<file path="src/rtl/dmem_arbiter_pkg.sv">
// Shared encodings for the data-memory arbiter: access sizes, port ids, FSM states
// and the alignment check applied to latched requests.
package dmem_arbiter_pkg;

  localparam logic [1:0] SZ_B = 2'b00;
  localparam logic [1:0] SZ_H = 2'b01;
  localparam logic [1:0] SZ_W = 2'b10;

  localparam logic P_CORE = 1'b0;
  localparam logic P_DBG  = 1'b1;

  typedef enum logic [1:0] {
    StIdle   = 2'd0,
    StAccess = 2'd1,
    StMerge  = 2'd2
  } state_e;

  // Reserved size is folded in here so the top has a single error term for size/offset.
  function automatic logic size_misaligned(logic [1:0] size, logic [1:0] offset);
    logic bad;
    case (size)
      SZ_B:    bad = 1'b0;
      SZ_H:    bad = offset[0];
      SZ_W:    bad = (offset != 2'b00);
      default: bad = 1'b1;
    endcase
    return bad;
  endfunction

endpackage

</file>
<file path="src/rtl/dmem_arbiter_if.sv">
// Bundle of both requester ports, the shared response bus and the data-memory port.
// slave is the arbiter's view; master is the view of the requesters and the memory.
interface dmem_arbiter_if #(
  parameter int unsigned AW = 32
);

  logic          p0_req_valid;
  logic          p0_req_ready;
  logic          p0_req_we;
  logic [1:0]    p0_req_size;
  logic          p0_req_unsigned;
  logic [AW-1:0] p0_req_addr;
  logic [31:0]   p0_req_wdata;

  logic          p1_req_valid;
  logic          p1_req_ready;
  logic          p1_req_we;
  logic [1:0]    p1_req_size;
  logic          p1_req_unsigned;
  logic [AW-1:0] p1_req_addr;
  logic [31:0]   p1_req_wdata;

  logic [1:0]    rsp_valid;
  logic [31:0]   rsp_rdata;
  logic          rsp_err;

  logic          mem_we;
  logic [AW-1:0] mem_addr;
  logic [31:0]   mem_wd;
  logic [31:0]   mem_rd;

  modport slave (
    input  p0_req_valid, p0_req_we, p0_req_size, p0_req_unsigned, p0_req_addr, p0_req_wdata,
    input  p1_req_valid, p1_req_we, p1_req_size, p1_req_unsigned, p1_req_addr, p1_req_wdata,
    input  mem_rd,
    output p0_req_ready, p1_req_ready,
    output rsp_valid, rsp_rdata, rsp_err,
    output mem_we, mem_addr, mem_wd
  );

  modport master (
    output p0_req_valid, p0_req_we, p0_req_size, p0_req_unsigned, p0_req_addr, p0_req_wdata,
    output p1_req_valid, p1_req_we, p1_req_size, p1_req_unsigned, p1_req_addr, p1_req_wdata,
    output mem_rd,
    input  p0_req_ready, p1_req_ready,
    input  rsp_valid, rsp_rdata, rsp_err,
    input  mem_we, mem_addr, mem_wd
  );

endinterface

</file>
<file path="src/rtl/dmem_lane_align.sv">
// Little-endian lane handling for a 32-bit word: extracts and extends load data, and
// builds the merged word for byte/half stores.
module dmem_lane_align
  import dmem_arbiter_pkg::*;
(
  input  logic [31:0] word,
  input  logic [1:0]  offset,
  input  logic [1:0]  size,
  input  logic        is_unsigned,
  input  logic [31:0] wdata,
  output logic [31:0] load_data,
  output logic [31:0] store_word
);

  logic [7:0]  lane_b;
  logic [15:0] lane_h;

  always_comb begin
    lane_b = word[{offset, 3'b000} +: 8];
    lane_h = word[{offset[1], 4'b0000} +: 16];

    load_data  = word;
    store_word = word;
    case (size)
      SZ_B: begin
        load_data = is_unsigned ? {24'h0, lane_b} : {{24{lane_b[7]}}, lane_b};
        store_word[{offset, 3'b000} +: 8] = wdata[7:0];
      end
      SZ_H: begin
        load_data = is_unsigned ? {16'h0, lane_h} : {{16{lane_h[15]}}, lane_h};
        store_word[{offset[1], 4'b0000} +: 16] = wdata[15:0];
      end
      default: begin
        load_data  = word;
        store_word = wdata;
      end
    endcase
  end

endmodule

</file>
<file path="src/rtl/dmem_arbiter.sv">
// Round-robin arbiter giving two requesters access to a single-port word memory, with
// registered responses and read-modify-write for sub-word stores.
module dmem_arbiter
  import dmem_arbiter_pkg::*;
#(
  parameter int unsigned DEPTH = 100,
  parameter int unsigned AW    = 32
) (
  input logic           clk,
  input logic           rst,
  dmem_arbiter_if.slave bus
);

  state_e        state_q, state_d;
  logic          last_grant_q;
  logic          port_q;
  logic          we_q;
  logic [1:0]    size_q;
  logic          uns_q;
  logic [AW-1:0] addr_q;
  logic [31:0]   wdata_q;
  logic [31:0]   merge_q, merge_d;
  logic [1:0]    rsp_valid_q, rsp_valid_d;
  logic [31:0]   rsp_rdata_q, rsp_rdata_d;
  logic          rsp_err_q, rsp_err_d;

  logic          any_valid;
  logic          grant;
  logic          handshake;
  logic [AW-1:0] word_idx;
  logic          req_err;
  logic [31:0]   align_word;
  logic [31:0]   load_data;
  logic [31:0]   store_word;

  // Arbitration: a lone requester always wins; on contention the port not served last wins.
  always_comb begin
    any_valid = bus.p0_req_valid | bus.p1_req_valid;
    if (bus.p0_req_valid && bus.p1_req_valid) begin
      grant = ~last_grant_q;
    end else begin
      grant = bus.p1_req_valid ? P_DBG : P_CORE;
    end
    handshake        = (state_q == StIdle) && any_valid;
    bus.p0_req_ready = handshake && (grant == P_CORE);
    bus.p1_req_ready = handshake && (grant == P_DBG);
  end

  assign word_idx = addr_q >> 2;
  assign req_err  = size_misaligned(size_q, addr_q[1:0]) || (word_idx >= AW'(DEPTH));

  // MERGE works on the captured word; ACCESS works on the live memory read.
  assign align_word = (state_q == StMerge) ? merge_q : bus.mem_rd;

  dmem_lane_align u_lane_align (
    .word        (align_word),
    .offset      (addr_q[1:0]),
    .size        (size_q),
    .is_unsigned (uns_q),
    .wdata       (wdata_q),
    .load_data   (load_data),
    .store_word  (store_word)
  );

  always_comb begin
    state_d     = state_q;
    merge_d     = merge_q;
    rsp_valid_d = 2'b00;
    rsp_rdata_d = rsp_rdata_q;
    rsp_err_d   = rsp_err_q;
    bus.mem_we  = 1'b0;
    bus.mem_wd  = 32'h0;

    case (state_q)
      StIdle: begin
        if (any_valid) state_d = StAccess;
      end
      StAccess: begin
        if (req_err) begin
          rsp_valid_d = port_q ? 2'b10 : 2'b01;
          rsp_rdata_d = 32'h0;
          rsp_err_d   = 1'b1;
          state_d     = StIdle;
        end else if (!we_q) begin
          rsp_valid_d = port_q ? 2'b10 : 2'b01;
          rsp_rdata_d = load_data;
          rsp_err_d   = 1'b0;
          state_d     = StIdle;
        end else if (size_q == SZ_W) begin
          bus.mem_we  = 1'b1;
          bus.mem_wd  = wdata_q;
          rsp_valid_d = port_q ? 2'b10 : 2'b01;
          rsp_rdata_d = 32'h0;
          rsp_err_d   = 1'b0;
          state_d     = StIdle;
        end else begin
          merge_d = bus.mem_rd;
          state_d = StMerge;
        end
      end
      StMerge: begin
        bus.mem_we  = 1'b1;
        bus.mem_wd  = store_word;
        rsp_valid_d = port_q ? 2'b10 : 2'b01;
        rsp_rdata_d = 32'h0;
        rsp_err_d   = 1'b0;
        state_d     = StIdle;
      end
      default: state_d = StIdle;
    endcase
  end

  assign bus.mem_addr  = word_idx;
  assign bus.rsp_valid = rsp_valid_q;
  assign bus.rsp_rdata = rsp_rdata_q;
  assign bus.rsp_err   = rsp_err_q;

  always_ff @(posedge clk or negedge rst) begin
    if (!rst) begin
      state_q      <= StIdle;
      last_grant_q <= P_DBG;
      port_q       <= 1'b0;
      we_q         <= 1'b0;
      size_q       <= 2'b00;
      uns_q        <= 1'b0;
      addr_q       <= '0;
      wdata_q      <= 32'h0;
      merge_q      <= 32'h0;
      rsp_valid_q  <= 2'b00;
      rsp_rdata_q  <= 32'h0;
      rsp_err_q    <= 1'b0;
    end else begin
      state_q     <= state_d;
      merge_q     <= merge_d;
      rsp_valid_q <= rsp_valid_d;
      rsp_rdata_q <= rsp_rdata_d;
      rsp_err_q   <= rsp_err_d;
      if (handshake) begin
        port_q       <= grant;
        last_grant_q <= grant;
        we_q         <= grant ? bus.p1_req_we       : bus.p0_req_we;
        size_q       <= grant ? bus.p1_req_size     : bus.p0_req_size;
        uns_q        <= grant ? bus.p1_req_unsigned : bus.p0_req_unsigned;
        addr_q       <= grant ? bus.p1_req_addr     : bus.p0_req_addr;
        wdata_q      <= grant ? bus.p1_req_wdata    : bus.p0_req_wdata;
      end
    end
  end

endmodule

</file>
<file path="src/flat_wrapper.sv">
// flat-port wrapper written by rule: the top's interface ports become plain ports
module dmem_arbiter_flat import dmem_arbiter_pkg::*;
#(
  parameter int unsigned DEPTH = 100,
  parameter int unsigned AW    = 32
)
  (clk, rst, bus_p0_req_valid, bus_p0_req_we, bus_p0_req_size, bus_p0_req_unsigned, bus_p0_req_addr, bus_p0_req_wdata, bus_p1_req_valid, bus_p1_req_we, bus_p1_req_size, bus_p1_req_unsigned, bus_p1_req_addr, bus_p1_req_wdata, bus_mem_rd, bus_p0_req_ready, bus_p1_req_ready, bus_rsp_valid, bus_rsp_rdata, bus_rsp_err, bus_mem_we, bus_mem_addr, bus_mem_wd);
  dmem_arbiter_if #(.AW(AW)) bus_i ();
  input logic clk;
  input logic rst;
  input wire logic [$bits(bus_i.p0_req_valid)-1:0] bus_p0_req_valid;
  input wire logic [$bits(bus_i.p0_req_we)-1:0] bus_p0_req_we;
  input wire logic [$bits(bus_i.p0_req_size)-1:0] bus_p0_req_size;
  input wire logic [$bits(bus_i.p0_req_unsigned)-1:0] bus_p0_req_unsigned;
  input wire logic [$bits(bus_i.p0_req_addr)-1:0] bus_p0_req_addr;
  input wire logic [$bits(bus_i.p0_req_wdata)-1:0] bus_p0_req_wdata;
  input wire logic [$bits(bus_i.p1_req_valid)-1:0] bus_p1_req_valid;
  input wire logic [$bits(bus_i.p1_req_we)-1:0] bus_p1_req_we;
  input wire logic [$bits(bus_i.p1_req_size)-1:0] bus_p1_req_size;
  input wire logic [$bits(bus_i.p1_req_unsigned)-1:0] bus_p1_req_unsigned;
  input wire logic [$bits(bus_i.p1_req_addr)-1:0] bus_p1_req_addr;
  input wire logic [$bits(bus_i.p1_req_wdata)-1:0] bus_p1_req_wdata;
  input wire logic [$bits(bus_i.mem_rd)-1:0] bus_mem_rd;
  output wire logic [$bits(bus_i.p0_req_ready)-1:0] bus_p0_req_ready;
  output wire logic [$bits(bus_i.p1_req_ready)-1:0] bus_p1_req_ready;
  output wire logic [$bits(bus_i.rsp_valid)-1:0] bus_rsp_valid;
  output wire logic [$bits(bus_i.rsp_rdata)-1:0] bus_rsp_rdata;
  output wire logic [$bits(bus_i.rsp_err)-1:0] bus_rsp_err;
  output wire logic [$bits(bus_i.mem_we)-1:0] bus_mem_we;
  output wire logic [$bits(bus_i.mem_addr)-1:0] bus_mem_addr;
  output wire logic [$bits(bus_i.mem_wd)-1:0] bus_mem_wd;
  assign bus_i.p0_req_valid = bus_p0_req_valid;
  assign bus_i.p0_req_we = bus_p0_req_we;
  assign bus_i.p0_req_size = bus_p0_req_size;
  assign bus_i.p0_req_unsigned = bus_p0_req_unsigned;
  assign bus_i.p0_req_addr = bus_p0_req_addr;
  assign bus_i.p0_req_wdata = bus_p0_req_wdata;
  assign bus_i.p1_req_valid = bus_p1_req_valid;
  assign bus_i.p1_req_we = bus_p1_req_we;
  assign bus_i.p1_req_size = bus_p1_req_size;
  assign bus_i.p1_req_unsigned = bus_p1_req_unsigned;
  assign bus_i.p1_req_addr = bus_p1_req_addr;
  assign bus_i.p1_req_wdata = bus_p1_req_wdata;
  assign bus_i.mem_rd = bus_mem_rd;
  assign bus_p0_req_ready = bus_i.p0_req_ready;
  assign bus_p1_req_ready = bus_i.p1_req_ready;
  assign bus_rsp_valid = bus_i.rsp_valid;
  assign bus_rsp_rdata = bus_i.rsp_rdata;
  assign bus_rsp_err = bus_i.rsp_err;
  assign bus_mem_we = bus_i.mem_we;
  assign bus_mem_addr = bus_i.mem_addr;
  assign bus_mem_wd = bus_i.mem_wd;
  dmem_arbiter #(.DEPTH(DEPTH), .AW(AW)) u_core (.clk(clk), .rst(rst), .bus(bus_i));
endmodule
</file>
<file path="config.mk">
export PLATFORM = sky130hd
export DESIGN_NAME = dmem_arbiter_flat
export DESIGN_NICKNAME = d
export VERILOG_FILES = /design/src/rtl/dmem_arbiter_pkg.sv /design/src/rtl/dmem_arbiter_if.sv /design/src/rtl/dmem_lane_align.sv /design/src/rtl/dmem_arbiter.sv /design/src/flat_wrapper.sv
export SDC_FILE = /design/constraint.sdc
export NUM_CORES = 1
export LEC_CHECK = 0
export ABC_AREA = 1
export CAP_MARGIN = 30
export CORE_UTILIZATION = 44
export CTS_BUF_LIST = sky130_fd_sc_hd__clkbuf_8 sky130_fd_sc_hd__clkbuf_16
export DETAILED_ROUTE_END_ITERATION = 10
export PLACE_DENSITY = 0.86
export SLEW_MARGIN = 0
export SYNTH_ARGS = -nofsm -noshare
export SYNTH_HDL_FRONTEND = slang
export SYNTH_SLANG_ARGS = --single-unit
export TNS_END_PERCENT = 50
</file>
<file path="constraint.sdc">
create_clock -name clk -period 2.1 [get_ports clk]
set_clock_uncertainty 0.05 [all_clocks]
set_input_delay 0.315 -clock clk [delete_from_list [all_inputs] [get_ports clk]]
set_output_delay 0.315 -clock clk [all_outputs]
set_load 0.05 [all_outputs]
</file>
* After elaboration in Yosys (flattened, before gate mapping)
Cells that the tools add are included.
** Operators by class
- Add/sub/neg operators :: 2
- Magnitude comparators :: 1
- Eq/ne operators :: 6
- Shift-type cells :: 6
- Mux-type cells :: 41
- Bitwise logic cells :: 5
- Reduce and logical (&&, ||, !) cells :: 11
** Operator list (count)
- two-way mux 32 bit :: 11
- one-hot mux 32 bit (2 select lines) :: 4
- bitwise mux 32 bit :: 2
- variable shift 16 x 7 -> 32 bit (first input constant) :: 1
- variable shift 8 x 7 -> 32 bit (first input constant) :: 1
- indexed part select 16 x 7 -> 32 bit :: 1
- indexed part select 32 x 6 -> 16 bit :: 1
- indexed part select 32 x 6 -> 8 bit :: 1
- indexed part select 8 x 7 -> 32 bit :: 1
- >= comparator 30 x 7 -> 1 bit (second input constant) :: 1
- two-way mux 2 bit :: 9
- negation 5 -> 7 bit :: 2
- two-way mux 1 bit :: 10
- one-hot mux 2 bit (2 select lines) :: 2
- equality test 2 x 1 -> 1 bit (second input constant) :: 2
- equality test 2 bit (second input constant) :: 2
- logical AND 1 bit :: 4
- logical NOT 2 bit :: 2
- inequality test 4 bit (second input constant) :: 1
- NOT 1 bit :: 4
- one-hot mux 1 bit (2 select lines) :: 2
- AND reduction 4 bit :: 1
- nonzero test 2 bit :: 2
- one-hot mux 1 bit (3 select lines) :: 1
- other kinds (4) :: 4
** Word-level totals
- Register bits :: 139
- Output and inout port bits :: 102
- Word-level logic and storage cells :: 84

* Logic depth before layout (Yosys ltp)
Gate-level depths: netlist of run 1.
- Word-level depth :: 8
- Mapped depth :: 15
- Depth with buffers taken out :: 14

* Cells and area by module
A second synthesis of run 1 with hierarchy kept.
** Unflattened totals
- Cell total of the unflattened synthesis :: 1512
- Area, all modules :: 9703.1 um^2
** By module, submodules not included
- dmem_arbiter :: times used 1, cells an instance 1080, area each 7733.7 um^2, seq. area each 3479.6 um^2
- dmem_lane_align :: times used 1, cells an instance 432, area each 1969.4 um^2, seq. area each 0.0 um^2

* Worst setup path before layout of run 1
OpenSTA, ideal clock, no wires.
- Path kind :: register to output
- From :: reg u_core.addr_q[1]
- To :: out bus_mem_wd[12]
- Arrival :: 2.642 ns
- Setup slack :: -0.907 ns
- Cell stages (with the launch flop) :: 12
- Path buffers :: 3
- Cells stage by stage :: dfrtp_1 > inv_2 > clkbuf_1 > ha_1 > nand2_1 > nand3_2 > nand3_2 > nor2_2 > buf_6 > buf_2 > nand3_1 > a21oi_1
** On the way
- Cells in the longest elaborated chain, start to end :: 5
** Ends and longest elaborated chain
- start: declaration :: RTL line dmem_arbiter.sv:20 : logic [AW-1:0] addr_q;
- start signal: assignment :: RTL line dmem_arbiter.sv:144 : addr_q <= grant ? bus.p1_req_addr : bus.p0_req_addr;
- negation 5 -> 7 bit, or another cell as far along :: RTL line dmem_lane_align.sv:31 : store_word[{offset[1], 4'b0000} +: 16] = wdata[15:0];
- indexed part select 16 x 7 -> 32 bit, or another cell as far along :: RTL line dmem_lane_align.sv:31
- bitwise mux 32 bit, or another cell as far along :: RTL line dmem_lane_align.sv:31
- one-hot mux 32 bit (2 select lines) or two-way mux 32 bit (tied branches) :: RTL line dmem_lane_align.sv:24, dmem_arbiter.sv:79
- one-hot mux 32 bit (2 select lines) (*) :: RTL line dmem_arbiter.sv:74 : case (state_q)
- end: declaration :: RTL line flat_wrapper.sv:31 : output wire logic [$bits(bus_i.mem_wd)-1:0] bus_mem_wd;
Mark *: on every way between the ends. The rest lies on a longest branch, timed or not.

* Final worst setup path of run 1
- From :: reg u_core.state_q[1]
- To :: reg u_core.rsp_rdata_q[2], in the netlist u_core.bus.rsp_rdata[2]
** On the way
- Cells in the longest elaborated chain, start to end :: 8
** Ends and longest elaborated chain
- start: declaration :: RTL line dmem_arbiter.sv:14 : state_e state_q, state_d;
- start signal: assignment :: RTL line dmem_arbiter.sv:120 : state_q <= StIdle;
- start signal: assignment :: RTL line dmem_arbiter.sv:133 : state_q <= state_d;
- equality test 2 bit :: RTL line dmem_arbiter.sv:53, dmem_arbiter.sv:74
- two-way mux 32 bit :: RTL line dmem_arbiter.sv:53 : assign align_word = (state_q == StMerge) ? merge_q : bus.mem_rd;
- indexed part select 32 x 6 -> 16 bit or indexed part select 32 x 6 -> 8 bit (tied branches) :: RTL line dmem_lane_align.sv:20, dmem_lane_align.sv:19
- two-way mux 32 bit (on tied branches) :: RTL line dmem_lane_align.sv:30, dmem_lane_align.sv:26
- one-hot mux 32 bit (2 select lines) :: RTL line dmem_lane_align.sv:24 : case (size)
- two-way mux 32 bit :: RTL line dmem_arbiter.sv:84 : end else if (!we_q) begin
- two-way mux 32 bit :: RTL line dmem_arbiter.sv:79 : if (req_err) begin
- one-hot mux 32 bit (2 select lines) :: RTL line dmem_arbiter.sv:74
- end signal: assignment :: RTL line dmem_arbiter.sv:136 : rsp_rdata_q <= rsp_rdata_d;
- end: declaration :: RTL line dmem_arbiter.sv:24 : logic [31:0] rsp_rdata_q, rsp_rdata_d;
Several ways; a longest one is shown, not always the timed one.
A chain may end at the register's enable or synchronous reset.

==> results by group, run 1 <==
Power
  – Worst vdd ir: 909 µV
  – PnR Total Power: 20.5 mW
  – LEAKAGE: 7.43 nW
  – Power per standard cell area: 1210 mW/mm²

Floorplan
  – Initial cell density of the core: 0.454
  – Die X: 150 µm
  – Die boundary height: 150 µm
  – Boundary pin count: 274
  – Die Outline Area: 0.0225 mm²
  – Core Footprint: 0.0212 mm²
  – Placement row count: 53

Placement
  – Placed Instance Area: 0.0144 mm²
  – Port bufs: 271
  – DP Wirelength: 28,900 µm
  – Gpl congestion: 0.966
  – Worst setup slack after placement: -0.388 ns

Logic synthesis
  – Sequential-to-total area share from yosys stat: 0.361
  – Cell count after synthesis: 1,457
  – Number of flops mapped to enable cells by yosys: 0
  – Dominant cell type by area after synthesis: sky130_fd_sc_hd__dfrtp_1
  – Syn_area_per_cell: 6.61 µm²
  – Most common cell in the synthesized netlist: sky130_fd_sc_hd__nand2_1
  – Dominant synthesized flop cell: sky130_fd_sc_hd__dfrtp_1
  – Syn. warnings: 0
  – Count of unique library cells instantiated by Yosys: 36
  – Most frequent cells after synthesis: 503 x sky130_fd_sc_hd__nand2_1, 138 x sky130_fd_sc_hd__dfrtp_1, 132 x sky130_fd_sc_hd__nor2_1
  – Async set or reset register ratio after synthesis: 1.00
  – Share of Yosys cell area claimed by the top area cell type: 0.359
  – Synth area leaders: sky130_fd_sc_hd__dfrtp_1 36%, sky130_fd_sc_hd__nand2_1 20%, sky130_fd_sc_hd__nand3_1 6.3%
  – Register bit count reported by yosys: 139
  – Cell Area, Synth: 0.00963 mm²

Worst setup path
  – Register-to-Register Setup Slack: -0.84 ns
  – Critical path launch point type: flop
  – Combined buffer and inverter count along the critical path: 9
  – Cell class contributing the biggest share of worst-path delay: simple AND/OR/NAND/NOR gates
  – Highest-delay cell along the critical path: sky130_fd_sc_hd__nor2_1
  – Critical R2R Capture: u_core.bus.rsp_rdata[2]
  – Arrival time of data at the critical path endpoint: 3.23 ns
  – Cells on worst reg2reg path: 18
  – Required arrival time at the worst endpoint: 2.40 ns
  – Most common cell type on the critical path: sky130_fd_sc_hd__buf_4
  – Reg2Reg Launch Point: u_core.state_q[1]
  – CP Class: flop to flop
  – Cells traversed along the worst timing path: ha_4 > inv_4 > buf_12 > buf_4 > nor2_4 > a21oi_2 > buf_4 > buf_4 > buf_4 > buf_4 > buf_4 > buf_4 > nand2_1 > nand3_1 > nand3_1 > nor2_1 > nor2_1 > nor2_1
  – Slowest stage delay, CP: 0.50 ns
  – Worst Setup End Kind: flop
  – Maximum fanout encountered on the critical timing path: 10

Worst hold path
  – Hold/Removal Path Class: input port to async pin

Detailed routing
  – DR DRC count: 0
  – Count of TritonRoute iterations in the first routing pass: 7
  – Total wire length after detailed routing: 45,200 µm
  – Number of antenna-violating nets in the routed design: 0
  – Number of DRC markers in iteration 0: 956
  – Average wire per cell in the routed design: 21.0 µm
  – Total via count after detailed routing: 12,290
  – Routed via count divided by cell count: 5.72

Timing
  – Setup-violating endpoint count in the final report: 99
  – Rel. slew slack: 0.585
  – Number of pins with negative max-slew slack in the final report: 0
  – Max Clk Rate: 341 MHz
  – Min Clock Period, post-route: 2.94 ns
  – Unrepaired setup endpoints after global routing: true
  – Final clock period utilization by the worst path: 1.40
  – Hold violation total from the final report: 0
  – Worst Slack Setup Final: -0.835 ns
  – Worst Tran Pin Value: 0.620 ns

Clock tree
  – Clock-pin slew of the registers on the worst-case setup and hold paths: 0.07 ns
  – Clock tree from TritonCTS: yes
  – Number of buffers between clock root and the deepest sink: 2
  – H-tree levels: 4
  – # clock sinks: 139
  – Clock latency on the worst-skew pair: 0.44 ns
  – Root buffer cell: sky130_fd_sc_hd__clkbuf_16
  – Num CTS Buffers: 17

Flow run
  – Maxcap violations: 0

Global routing
  – Overall fraction of global-route tracks in use: 0.370
  – Vias in the first global route: 11,962
  – Maximum number of pins on one net before global-route repair: 65
  – First-pass GRT wire length: 63,300 µm
  – Antenna violations before repair: 1
  – Residual overflow from global routing: 0

Cells and area
  – Combined area of the multi-input logic cells: 0.00651 mm²
  – Footprint of the flip-flops and latches: 0.00348 mm²
  – Area of all placed cells without fillers: 0.0169 mm²
  – Layout cells sized above 1: 0.323
  – Antenna cell count: 0
  – Area Growth Syn to Fin: 75.4%
  – Number of nets at the end of the flow: 2,041
  – Number of inserted filler cells in the final layout: 1,372

Run status
  – Violated checks: negative setup slack
  – Result of the run: finished, violations left
==> layout make-up <==
class / count / share of cell area
clock buffers: 17 / 0.0252
clock inverters: 15 / 0.00763
inverters: 134 / 0.0322
multi-input cells: 1066 / 0.386
flip-flops and latches: 139 / 0.206
well taps: 275 / 0.0204
repair buffers: 503 / 0.323
==> power by group <==
group | internal, mW | switching (mW)
clock network | 1.63 | 1.35
logic | 4.54 | 8.56
registers | 3.62 | 0.763
total | 9.79 | 10.7
==> timing repair <==
action                                 4_1_cts  5_1_grt
gates cloned                                 8        6
setup endpoints to repair                   77      111
setup buffers                               28       13
hold buffers                                 1        0
endpoints found under the hold margin       28        0
pin swaps                                   78       62
resized for setup                          199      198
==> how the worst max path moves through the flow <==
stage,startpoint,to,slack (ns),cells past startpoint
2_1_floorplan,u_core.addr_q[1],bus_mem_we,-0.23,11
3_3_place_gp,bus_mem_rd[9],bus_mem_wd[9],-0.41,8
3_5_place_dp,bus_mem_rd[14],bus_mem_wd[14],-0.39,8
4_1_cts,u_core.state_q[0],bus_mem_wd[16],-0.58,12
6_report,u_core.state_q[1],u_core.bus.rsp_rdata[2],-0.84,18
5_1_grt,u_core.addr_q[1],u_core.bus.rsp_rdata[2],-0.82,17
==> cell families after synthesis <==
logic type               synth area share
buffers and inverters               0.124
adder cells (fa/ha/maj)            0.0104
other                            0.000390
flip-flops                          0.361
AO/OA/AOI/OAI                       0.162
AND/OR/NAND/NOR                     0.342
==> flip-flops by register name (all words and copies together) (netlist names) <==
name / flops
u_core.state_q: 2
u_core.port_q: 1
u_core.size_q: 2
u_core.bus.rsp_rdata: 32
u_core.uns_q: 1
u_core.wdata_q: 32
u_core.addr_q: 32
u_core.merge_q: 32
u_core.bus.rsp_err: 1
u_core.last_grant_q: 1
u_core.bus.rsp_valid: 2
u_core.we_q: 1
==> stage by stage <==
step	hold slack [ns]	utilization	TNS [ns]	std cells
2_1_floorplan	-0.0306	-	-6.67	1458
3_3_place_gp	0.177	0.679	-10.62	2065
3_5_place_dp	0.185	0.679	-11.88	2065
4_1_cts	0.299	0.755	-23.76	2133
5_1_grt	0.313	0.795	-47.75	2149
6_report	0.287	0.795	-38.34	2149
==> worst reg2reg max path: stages, from the launching register on <==
cell                      delay [ns]
sky130_fd_sc_hd__dfrtp_1        0.42
sky130_fd_sc_hd__ha_4           0.21
sky130_fd_sc_hd__inv_4          0.10
sky130_fd_sc_hd__buf_12         0.15
sky130_fd_sc_hd__buf_4          0.15
sky130_fd_sc_hd__nor2_4         0.04
sky130_fd_sc_hd__a21oi_2        0.14
sky130_fd_sc_hd__buf_4          0.14
sky130_fd_sc_hd__buf_4          0.10
sky130_fd_sc_hd__buf_4          0.09
sky130_fd_sc_hd__buf_4          0.09
sky130_fd_sc_hd__buf_4          0.09
sky130_fd_sc_hd__buf_4          0.09
sky130_fd_sc_hd__nand2_1        0.05
sky130_fd_sc_hd__nand3_1        0.07
sky130_fd_sc_hd__nand3_1        0.11
sky130_fd_sc_hd__nor2_1         0.50
sky130_fd_sc_hd__nor2_1         0.10
sky130_fd_sc_hd__nor2_1         0.17
==> cell usage in the layout, fill, tap and decap left out, types with 40 or more instances in the layout <==
master,Yosys,final
sky130_fd_sc_hd__nand2_1,503,429
sky130_fd_sc_hd__clkdlybuf4s50_1,0,217
sky130_fd_sc_hd__buf_4,34,168
sky130_fd_sc_hd__dfrtp_1,138,137
sky130_fd_sc_hd__inv_1,121,110
sky130_fd_sc_hd__nand3_1,122,91
sky130_fd_sc_hd__nor2_1,132,90
sky130_fd_sc_hd__nand2_2,2,55
sky130_fd_sc_hd__buf_12,0,55
sky130_fd_sc_hd__o21ai_2,32,42
sky130_fd_sc_hd__o211ai_1,41,41
sky130_fd_sc_hd__a21oi_1,83,40
==> metal layers <==
layer  GRT usage  routed length, µm
met5           0                 13
met4       0.185               2660
met3      0.0817               4510
met2       0.644              22200
met1       0.427              15800
Note: power is estimated with default switching activity, not from simulation.
==> run 2: changes to the inputs <==
- HOLD_SLACK_MARGIN: not set -> 0.02
- SLEW_MARGIN: 0 -> 10
==> results of run 2 <==
Final layout, timing and power as in run 1 (identical DEF).
